[src/rtl/am2910_useq.sv]
// Am2910-compatible microprogram sequencer. It holds the uPC, the R register/counter
// and an LIFO stack, and each cycle it produces the next microaddress y.
module am2910_useq #(
  parameter int AW    = 12,
  parameter int DEPTH = 5
) (
  input  logic          cp,
  input  logic          rst_n,
  input  logic [3:0]    i,
  input  logic          ccen_n,
  input  logic          cc_n,
  input  logic          rld_n,
  input  logic          ci,
  input  logic [AW-1:0] d,
  output logic [AW-1:0] y,
  output logic          full_n,
  output logic          pl_n,
  output logic          map_n,
  output logic          vect_n
);
  localparam int SPW = $clog2(DEPTH + 1);
  localparam logic [SPW-1:0] SP_FULL = SPW'(DEPTH);

  typedef enum logic [3:0] {
    JZ, CJS, JMAP, CJP, PUSH, JSRP, CJV, JRP,
    RFCT, RPCT, CRTN, CJPP, LDCT, LOOP, CONT, TWB
  } op_e;

  logic [AW-1:0]  upc_q, r_q, r_d;
  logic [SPW-1:0] sp_q, tos_idx;
  logic [AW-1:0]  stack_q [DEPTH];
  logic [AW-1:0]  tos, y_sel;
  logic           pass, rz, push, pop, clr, r_dec, r_ld;

  assign pass    = ccen_n | ~cc_n;
  assign rz      = (r_q == '0);
  assign tos_idx = sp_q - SPW'(1);
  assign tos     = (sp_q == '0) ? '0 : stack_q[tos_idx];

  always_comb begin
    y_sel = upc_q;
    push  = 1'b0;
    pop   = 1'b0;
    clr   = 1'b0;
    r_dec = 1'b0;
    r_ld  = 1'b0;
    case (op_e'(i))
      JZ:   begin y_sel = '0; clr = 1'b1; end
      CJS:  if (pass) begin y_sel = d; push = 1'b1; end
      JMAP: y_sel = d;
      CJP:  if (pass) y_sel = d;
      PUSH: begin push = 1'b1; r_ld = pass; end
      JSRP: begin y_sel = pass ? d : r_q; push = 1'b1; end
      CJV:  if (pass) y_sel = d;
      JRP:  y_sel = pass ? d : r_q;
      RFCT: if (!rz) begin y_sel = tos; r_dec = 1'b1; end else pop = 1'b1;
      RPCT: if (!rz) begin y_sel = d; r_dec = 1'b1; end
      CRTN: if (pass) begin y_sel = tos; pop = 1'b1; end
      CJPP: if (pass) begin y_sel = d; pop = 1'b1; end
      LDCT: r_ld = 1'b1;
      LOOP: if (pass) pop = 1'b1; else y_sel = tos;
      CONT: ;
      TWB: begin
        r_dec = !rz;
        if (!rz && !pass) y_sel = tos;
        else begin
          pop = 1'b1;
          if (rz && !pass) y_sel = d;
        end
      end
      default: ;
    endcase
  end

  // R load from d (unconditional or instruction-driven) beats the decrement.
  always_comb begin
    r_d = r_q;
    if (!rld_n || r_ld) r_d = d;
    else if (r_dec)     r_d = r_q - AW'(1);
  end

  assign y      = rst_n ? y_sel : '0;
  assign map_n  = ~(rst_n && i == 4'd2);
  assign vect_n = ~(rst_n && i == 4'd6);
  assign pl_n   = ~(map_n & vect_n);
  assign full_n = (sp_q != SP_FULL);

  always_ff @(posedge cp) begin
    if (!rst_n) begin
      upc_q <= '0;
      r_q   <= '0;
      sp_q  <= '0;
    end else begin
      upc_q <= y + {{(AW-1){1'b0}}, ci};
      r_q   <= r_d;
      if (clr) sp_q <= '0;
      else if (push) begin
        if (sp_q != SP_FULL) begin
          stack_q[sp_q] <= upc_q;
          sp_q          <= sp_q + SPW'(1);
        end else stack_q[DEPTH-1] <= upc_q;
      end else if (pop && sp_q != '0) sp_q <= sp_q - SPW'(1);
    end
  end
endmodule
[config.mk]
export PLATFORM = sky130hd
export DESIGN_NAME = am2910_useq
export DESIGN_NICKNAME = d
export VERILOG_FILES = /design/src/rtl/am2910_useq.sv
export SDC_FILE = /design/constraint.sdc
export NUM_CORES = 1
export LEC_CHECK = 0
export ABC_AREA = 1
export CAP_MARGIN = 20
export CORE_MARGIN = 5
export CORE_UTILIZATION = 59
export CTS_CLUSTER_SIZE = 10
export DETAILED_ROUTE_END_ITERATION = 10
export PLACE_DENSITY = 0.79
export SYNTH_ARGS = -nofsm -noshare
export SYNTH_HDL_FRONTEND = slang
export SYNTH_SLANG_ARGS = --single-unit
[constraint.sdc]
create_clock -name cp -period 3.6 [get_ports cp]
set_clock_uncertainty 0.05 [all_clocks]
set_input_delay 0.72 -clock cp [delete_from_list [all_inputs] [get_ports cp]]
set_output_delay 0.72 -clock cp [all_outputs]
set_load 0.01 [all_outputs]
==> qor.tcl, run 1 <==
set qor(combinational_family_with_the_most_area_after_synthesis) {simple AND/OR/NAND/NOR gates}
set qor(async_flop_share_pct) 0
set qor(count_of_buffers_inserted_at_the_top_level_ports) 37
set qor(final.period_utilization_pct) 95.8
set qor(holdCritPathClass) {reg -> reg}
set qor(mappedNetlistNets) 928
set qor(timing.critical_path.from_type) {input pin}
set qor(starting_density_of_the_core_pct) 60.3
set qor(yosys.area.top_type) {sky130_fd_sc_hd__edfxtp_1}
set qor(ir_drop_worst_case_vdd_mv) 0.216
set qor(numCtsBuffers) 9
set qor(postRouteWirelength_um) 18500
set qor(grt_total_ovfl) 0
set qor(cts_root_buf) {sky130_fd_sc_hd__clkbuf_8}
set qor(worst_setup_hold_path_clk_slew_ns) 0.11
set qor(drt_first_iter_violations) 596
set qor(timing.final.max_slew_violations) 0
set qor(count_of_distinct_cell_types_in_the_synthesized_netlist) 42
set qor(synth_warnings) 0
set qor(relSlewSlack_pct) 64.1
set qor(layout-drive-gt1-share_pct) 18.5
set qor(cts_max_level) 3
set qor(syn_to_final_growth_pct) 21.6
set qor(setup_tns_ns) 0
set qor(detail_route.first_pass.iterations) 6
set qor(drt_drc_violations_left) 0
set qor(period_minus_slack_ns) 3.45
set qor(fillCellCount) 816
set qor(ctsHoldBuffers) 0
set qor(seqPwrFrac_pct) 40.8
set qor(comb_power_share_pct) 29.4
set qor(synth_seq_area_share_pct) 37.8
set qor(synthDominantCellAreaShare_pct) 29.1
set qor(via_per_inst) 5.57
set qor(grtUsageTotal_pct) 30.0
set qor(synthesized_flop_and_latch_total) 87
set qor(finalHoldViolCount) 0
set qor(ios) 38
set qor(drt-wirelength-per-cell_um) 16.3
set qor(syn_area_per_cell_um2) 6.89
set qor(dp_hpwl_um) 13700
set qor(first_global_vias) 6200
set qor(die_area_um2) 12600
set qor(netSwitchingFraction_pct) 34.1
set qor(power.density_nw_per_um2) 380
set qor(cp-end-kind) {output pin}
set qor(worst-path-max-fanout) 10
set qor(clock-sinks) 87
set qor(num_rows) 37
set qor(mostFrequentLayoutCells) {sky130_fd_sc_hd__nand2_1 (309), sky130_fd_sc_hd__inv_1 (101), sky130_fd_sc_hd__buf_4 (77)}
set qor(grt_max_degree) 29
set qor(n_antenna_cell) 0
set qor(post_synth_mux_area_share_pct) 0
set qor(synth_enable_flop_cells) 60
set qor(p_total_mw) 2.86
set qor(synth_compound_gate_area_share_pct) 11.1
set qor(max_clock_freq_mhz) 290
set qor(synth_xor_area_share_pct) 1.84
set qor(finalSetupViolCount) 0
set qor(power_leakage_nw) 3.62
set qor(die_height_um) 112
set qor(floorplan.die.width_um) 112
set qor(yosys.area_share.simple_pct) 37.5
set qor(netlist_area_before_placement_um2) 6190
set qor(stdcell_count) 1137
set qor(synth-adder-area-share_pct) 1.41
set qor(finished_core_util_pct) 73.3
set qor(drtAntennaViolNets) 0
set qor(synthCells) 899
set qor(cts-root-to-sink-buffers) 2
set qor(placed_cells_incl_taps) 1117
set qor(critPathRequiredTime_ns) 2.83
set qor(antenna_violations_before_repair) 0
set qor(synth_ff_type) {sky130_fd_sc_hd__edfxtp_1}
set qor(crit_arrival_ns) 2.68
set qor(finalWeightedCongestion) 0.942
set qor(critical_path_start_end_classification) {in -> out}
set qor(tightestPinTransition_ns) 0.536
set qor(run_status) {complete, no violations}
set qor(cts_tree) {yes}
set qor(rsz_0062_raised_after_global_routing) {false}
set qor(clkLatencyLatePin_ns) 0.37
set qor(wire_length_of_the_first_global_routing_pass_um) 30500
set qor(post_synth_main_area_contributors) {sky130_fd_sc_hd__edfxtp_1 (29%), sky130_fd_sc_hd__nand2_1 (19%), sky130_fd_sc_hd__dfxtp_1 (8.7%)}
set qor(p_sw_mw) 0.975
set qor(routed-via-count) 6334
set qor(leading_cell_type_in_the_layout_fill_and_taps_excluded) {sky130_fd_sc_hd__nand2_1}
set qor(cellInternalPower_mw) 1.89
set qor(clock_power_share_pct) 29.9
set qor(core_area_um2) 10300
set qor(layout.nets) 1025
set qor(cap_violations) 0
-- synthesized netlist by cell type (all sizes together) (2+ instances only) --
library cell and count:
a21oi 30, o21ai 54, a221oi 2, o211ai 13, inv 117, ha 7
a31oi 10, xor2 12, a211oi 4, nor2 92, buf 28, edfxtp 60
nand2 327, nand3b 9, nand4 10, clkbuf 7, nand3 77, dfxtp 27
nor3 4, clkinv 2
-- cell families (layout without fill, tap and decap cells) --
group | Yosys count | after routing
simple gates | 522 | 522
fa+ha+maj | 7 | 7
xor+xnor | 13 | 13
buf+inv | 154 | 256
compound gates | 116 | 116
flops | 87 | 87
-- worst paths after layout --
path	start	end	slack, ns	cells past startpoint
worst max register to register	sp_q[0]	upc_q[8]	0.45	21
worst max-delay path	i[0]	y[9]	0.15	12
worst min-delay path	r_q[11]	r_q[11]	0.45	2
worst min register to register	r_q[11]	r_q[11]	0.45	2
-- power by group through the flow --
stage / sequential, mW / combinational (mW) / clock (mW)
after global routing: 1.17 / 0.930 / 0.917
after floorplan: 1.16 / 0.534 / 0
after global placement: 1.18 / 0.787 / 0
after CTS: 1.17 / 0.818 / 0.867
after detailed placement: 1.19 / 0.807 / 0
final: 1.17 / 0.841 / 0.855
-- metrics by stage --
stage | hold slack (ns) | cell area (um2) | setup slack [ns]
2_1_floorplan | 0.413 | 6190 | 0.345
4_1_cts | 0.451 | 7480 | 0.00425
5_1_grt | 0.477 | 7530 | 0.00647
3_3_place_gp | 0.424 | 7190 | -0.143
6_report | 0.454 | 7530 | 0.152
3_5_place_dp | 0.435 | 7190 | -0.175
-- timing repair --
item                                    in CTS  in global routing
gates resized for setup                     22                 23
endpoints found under the setup margin      12                 11
cloned                                       0                  0
pin swaps                                    3                  4
buffers inserted                             3                  1
-- per-layer routing --
metal  GRT usage, %  vias up  wire [um]
met2           51.8      306       8940
li1               -     3090          -
met3           4.42       56       1580
met4           11.5        0        681
met5              0        -          0
met1           37.8     2882       7310
-- layout make-up --
type / count / area (um2) / area share, %
sequential: 87 / 2340 / 31.1
timing repair buffer: 121 / 1040 / 13.8
clock inverter: 7 / 126 / 1.68
multi-input combinational: 658 / 3280 / 43.5
inverter: 119 / 452 / 6.00
tap: 136 / 170 / 2.26
clock buffer: 9 / 124 / 1.64
-- worst max-delay path: stages --
cell and delay, ns:
sky130_fd_sc_hd__clkdlybuf4s50_1 0.50, sky130_fd_sc_hd__buf_4 0.15, sky130_fd_sc_hd__nand2_1 0.11, sky130_fd_sc_hd__nor2_1 0.11, sky130_fd_sc_hd__buf_4 0.17, sky130_fd_sc_hd__inv_1 0.05, sky130_fd_sc_hd__nand2_1 0.14, sky130_fd_sc_hd__nand2_1 0.07
sky130_fd_sc_hd__a21oi_1 0.15, sky130_fd_sc_hd__nor2_2 0.07, sky130_fd_sc_hd__a21oi_2 0.14, sky130_fd_sc_hd__dlygate4sd2_1 0.29
-- registers in the layout (all words and copies together), names as in the netlist --
name     cells
r_q         12
sp_q         3
stack_q     60
upc_q       12
Note: power is estimated with default switching activity, not from simulation.
==> run 2, diff against run 1 <==
--- a/config.mk
+++ b/config.mk
@@ -9,6 +9,7 @@
 export CAP_MARGIN = 20
 export CORE_MARGIN = 5
 export CORE_UTILIZATION = 59
+export CTS_BUF_LIST = sky130_fd_sc_hd__clkbuf_16
 export CTS_CLUSTER_SIZE = 10
 export DETAILED_ROUTE_END_ITERATION = 10
 export PLACE_DENSITY = 0.79
==> run 2 against run 1 <==
Compared with the run above: clock power grew 30%; critical path type unchanged; flip-flop and latch count is the same; core utilization grew 1.2 points; largest power group unchanged; largest cell class unchanged.
==> qor.tcl, run 2 (synthesis results as in run 1) <==
set qor(run_status) {complete, no violations}
set qor(power.density_nw_per_um2) 409 ;# +7.5%
set qor(largest_register_ff_count) 60 ;# unchanged
set qor(crit_arrival_ns) 2.71 ;# +0.03 ns
set qor(cts_root_buf) {sky130_fd_sc_hd__clkbuf_16}
set qor(tightestPinTransition_ns) 0.550 ;# +0.0136 ns
set qor(ios) 38 ;# unchanged
set qor(starting_density_of_the_core_pct) 60.3 ;# unchanged
set qor(core_area_um2) 10300 ;# unchanged
set qor(critPathRequiredTime_ns) 2.83 ;# about the same
set qor(dp_hpwl_um) 13700 ;# unchanged
set qor(clock_power_share_pct) 35.5 ;# +5.6 points
set qor(finalSetupViolCount) 0 ;# unchanged
set qor(layout-drive-gt1-share_pct) 18.8 ;# +0.34 points
set qor(finalHoldViolCount) 0 ;# unchanged
set qor(max_clock_freq_mhz) 287 ;# -1.0%
set qor(cts_tree) {yes}
set qor(p_total_mw) 3.13 ;# +9.2%
set qor(finalWeightedCongestion) 0.942 ;# unchanged
set qor(floorplan.die.width_um) 112 ;# unchanged
set qor(dr_wl_met2_um) 9090 ;# +1.7%
set qor(grt_total_ovfl) 0 ;# unchanged
set qor(leading_cell_type_in_the_layout_fill_and_taps_excluded) {sky130_fd_sc_hd__nand2_1}
set qor(syn_to_final_growth_pct) 23.6
set qor(cts-root-to-sink-buffers) 2 ;# unchanged
set qor(wire_length_of_the_first_global_routing_pass_um) 30900 ;# +1.2%
set qor(rsz_0062_raised_after_global_routing) {false}
set qor(drtAntennaViolNets) 0 ;# unchanged
set qor(netSwitchingFraction_pct) 32.6 ;# -1.4 points
set qor(layout.nets) 1028 ;# +0.29%
set qor(topRoutingLayerUsed) {met4}
set qor(critical_path_start_end_classification) {in -> out}
set qor(clkLatencyLatePin_ns) 0.35 ;# -0.02 ns
set qor(routed-via-count) 6456 ;# +1.9%
set qor(holdCritPathClass) {reg -> reg}
set qor(timing.final.max_slew_violations) 0 ;# unchanged
set qor(hold_ws_ns) 0.449 ;# -0.00555 ns
set qor(numCtsBuffers) 9 ;# unchanged
set qor(top_register) {stack_q}
set qor(num_rows) 37 ;# unchanged
set qor(die_height_um) 112 ;# unchanged
set qor(count_of_buffers_inserted_at_the_top_level_ports) 37 ;# unchanged
set qor(worst-path-max-fanout) 7 ;# -3
set qor(m1WireLength_um) 7500 ;# +2.6%
set qor(seqPwrFrac_pct) 37.4 ;# -3.4 points
set qor(first_global_vias) 6203 ;# +0.048%
set qor(relSlewSlack_pct) 63.2 ;# -0.91 points
set qor(ir_drop_worst_case_vdd_mv) 0.253 ;# +17%
set qor(grtUsageTotal_pct) 30.4 ;# +0.40 points
set qor(comb_power_share_pct) 27.1 ;# -2.3 points
set qor(placed_cells_incl_taps) 1117 ;# unchanged
set qor(via_per_inst) 5.66 ;# +1.7%
set qor(place_worst_setup_slack_ns) -0.175 ;# unchanged
set qor(postRouteWirelength_um) 18800 ;# +1.7%
set qor(period_minus_slack_ns) 3.48 ;# +0.0351 ns
set qor(biggestRegsByFlops) {stack_q x60, r_q x12, upc_q x12}
set qor(final_cell_area_um2) 7650 ;# +1.6%
set qor(cp-end-kind) {output pin}
set qor(p_sw_mw) 1.02 ;# +4.7%
set qor(grt_max_degree) 29 ;# unchanged
set qor(clock-sinks) 87 ;# unchanged
set qor(met3_wirelength_um) 1580 ;# +0.13%
set qor(cap_violations) 0 ;# unchanged
set qor(power_leakage_nw) 3.68 ;# +1.7%
set qor(cts_max_level) 3 ;# unchanged
set qor(final.setup.worst_slack_ns) 0.117 ;# -0.0351 ns
set qor(worst_setup_hold_path_clk_slew_ns) 0.07 ;# -0.04 ns
set qor(antenna_violations_before_repair) 0 ;# unchanged
set qor(drt_drc_violations_left) 0 ;# unchanged
set qor(setup_tns_ns) 0 ;# unchanged
set qor(stdcell_count) 1140 ;# +0.26%
set qor(drt_first_iter_violations) 628 ;# +5.4%
set qor(drt-wirelength-per-cell_um) 16.5 ;# +1.4%
set qor(timing.critical_path.from_type) {input pin}
set qor(place_area_um2) 7190 ;# unchanged
set qor(mostFrequentLayoutCells) {sky130_fd_sc_hd__nand2_1 (309), sky130_fd_sc_hd__inv_1 (101), sky130_fd_sc_hd__buf_4 (80)}
set qor(cellInternalPower_mw) 2.11 ;# +12%
set qor(die_area_um2) 12600 ;# unchanged
set qor(finished_core_util_pct) 74.5 ;# +1.2 points
set qor(detail_route.first_pass.iterations) 6 ;# unchanged
set qor(final.period_utilization_pct) 96.8 ;# +0.98 points
set qor(n_antenna_cell) 0 ;# unchanged
-- run 2: path summary, 6_finish.rpt --
check	startpoint	to	slack, ns	depth (start not counted)
worst min register to register	r_q[11]	r_q[11]	0.45	2
worst max-delay path	i[0]	y[9]	0.12	11
worst max register to register	sp_q[1]	upc_q[8]	0.42	21
worst min-delay path	r_q[11]	r_q[11]	0.45	2
-- run 2: worst max-delay path, cell delays in order --
cell	delay (ns)
sky130_fd_sc_hd__clkdlybuf4s50_1	0.45
sky130_fd_sc_hd__buf_4	0.18
sky130_fd_sc_hd__nor3_2	0.27
sky130_fd_sc_hd__inv_2	0.13
sky130_fd_sc_hd__buf_6	0.15
sky130_fd_sc_hd__o21ai_0	0.10
sky130_fd_sc_hd__nor2_1	0.09
sky130_fd_sc_hd__nand3_1	0.13
sky130_fd_sc_hd__nor2_2	0.06
sky130_fd_sc_hd__a21oi_2	0.14
sky130_fd_sc_hd__dlygate4sd2_1	0.29
-- run 2: repair_timing --
action / CTS / global route
resized for setup: 20 / 26
hold buffers: 0 / 0
endpoints found under the setup margin: 12 / 12
setup buffers: 6 / 1
pin swaps: 2 / 5
-- run 2: cell type report --
| class | count | area, um2 |
|---|---|---|
| inverter | 119 | 452 |
| timing repair buffer | 124 | 1060 |
| tap | 136 | 170 |
| sequential | 87 | 2340 |
| clock inverter | 7 | 126 |
| multi-input combinational | 658 | 3280 |
| fill | 792 | 2620 |
| clock buffer | 9 | 225 |
-- run 2: power by group through the flow --
| stage | logic [mW] | clock network, mW | registers, mW |
|---|---|---|---|
| 2_1_floorplan | 0.534 | 0 | 1.16 |
| 3_3_place_gp | 0.787 | 0 | 1.18 |
| 3_5_place_dp | 0.807 | 0 | 1.19 |
| 4_1_cts | 0.817 | 1.11 | 1.17 |
| 5_1_grt | 0.936 | 1.16 | 1.17 |
| 6_report | 0.847 | 1.11 | 1.17 |
-- run 2: metal layers --
layer	global-route usage, %	vias to the layer above
li1	-	3102
met1	38.5	2959
met2	52.2	336
met3	4.64	59
met4	11.7	0
met5	0	-
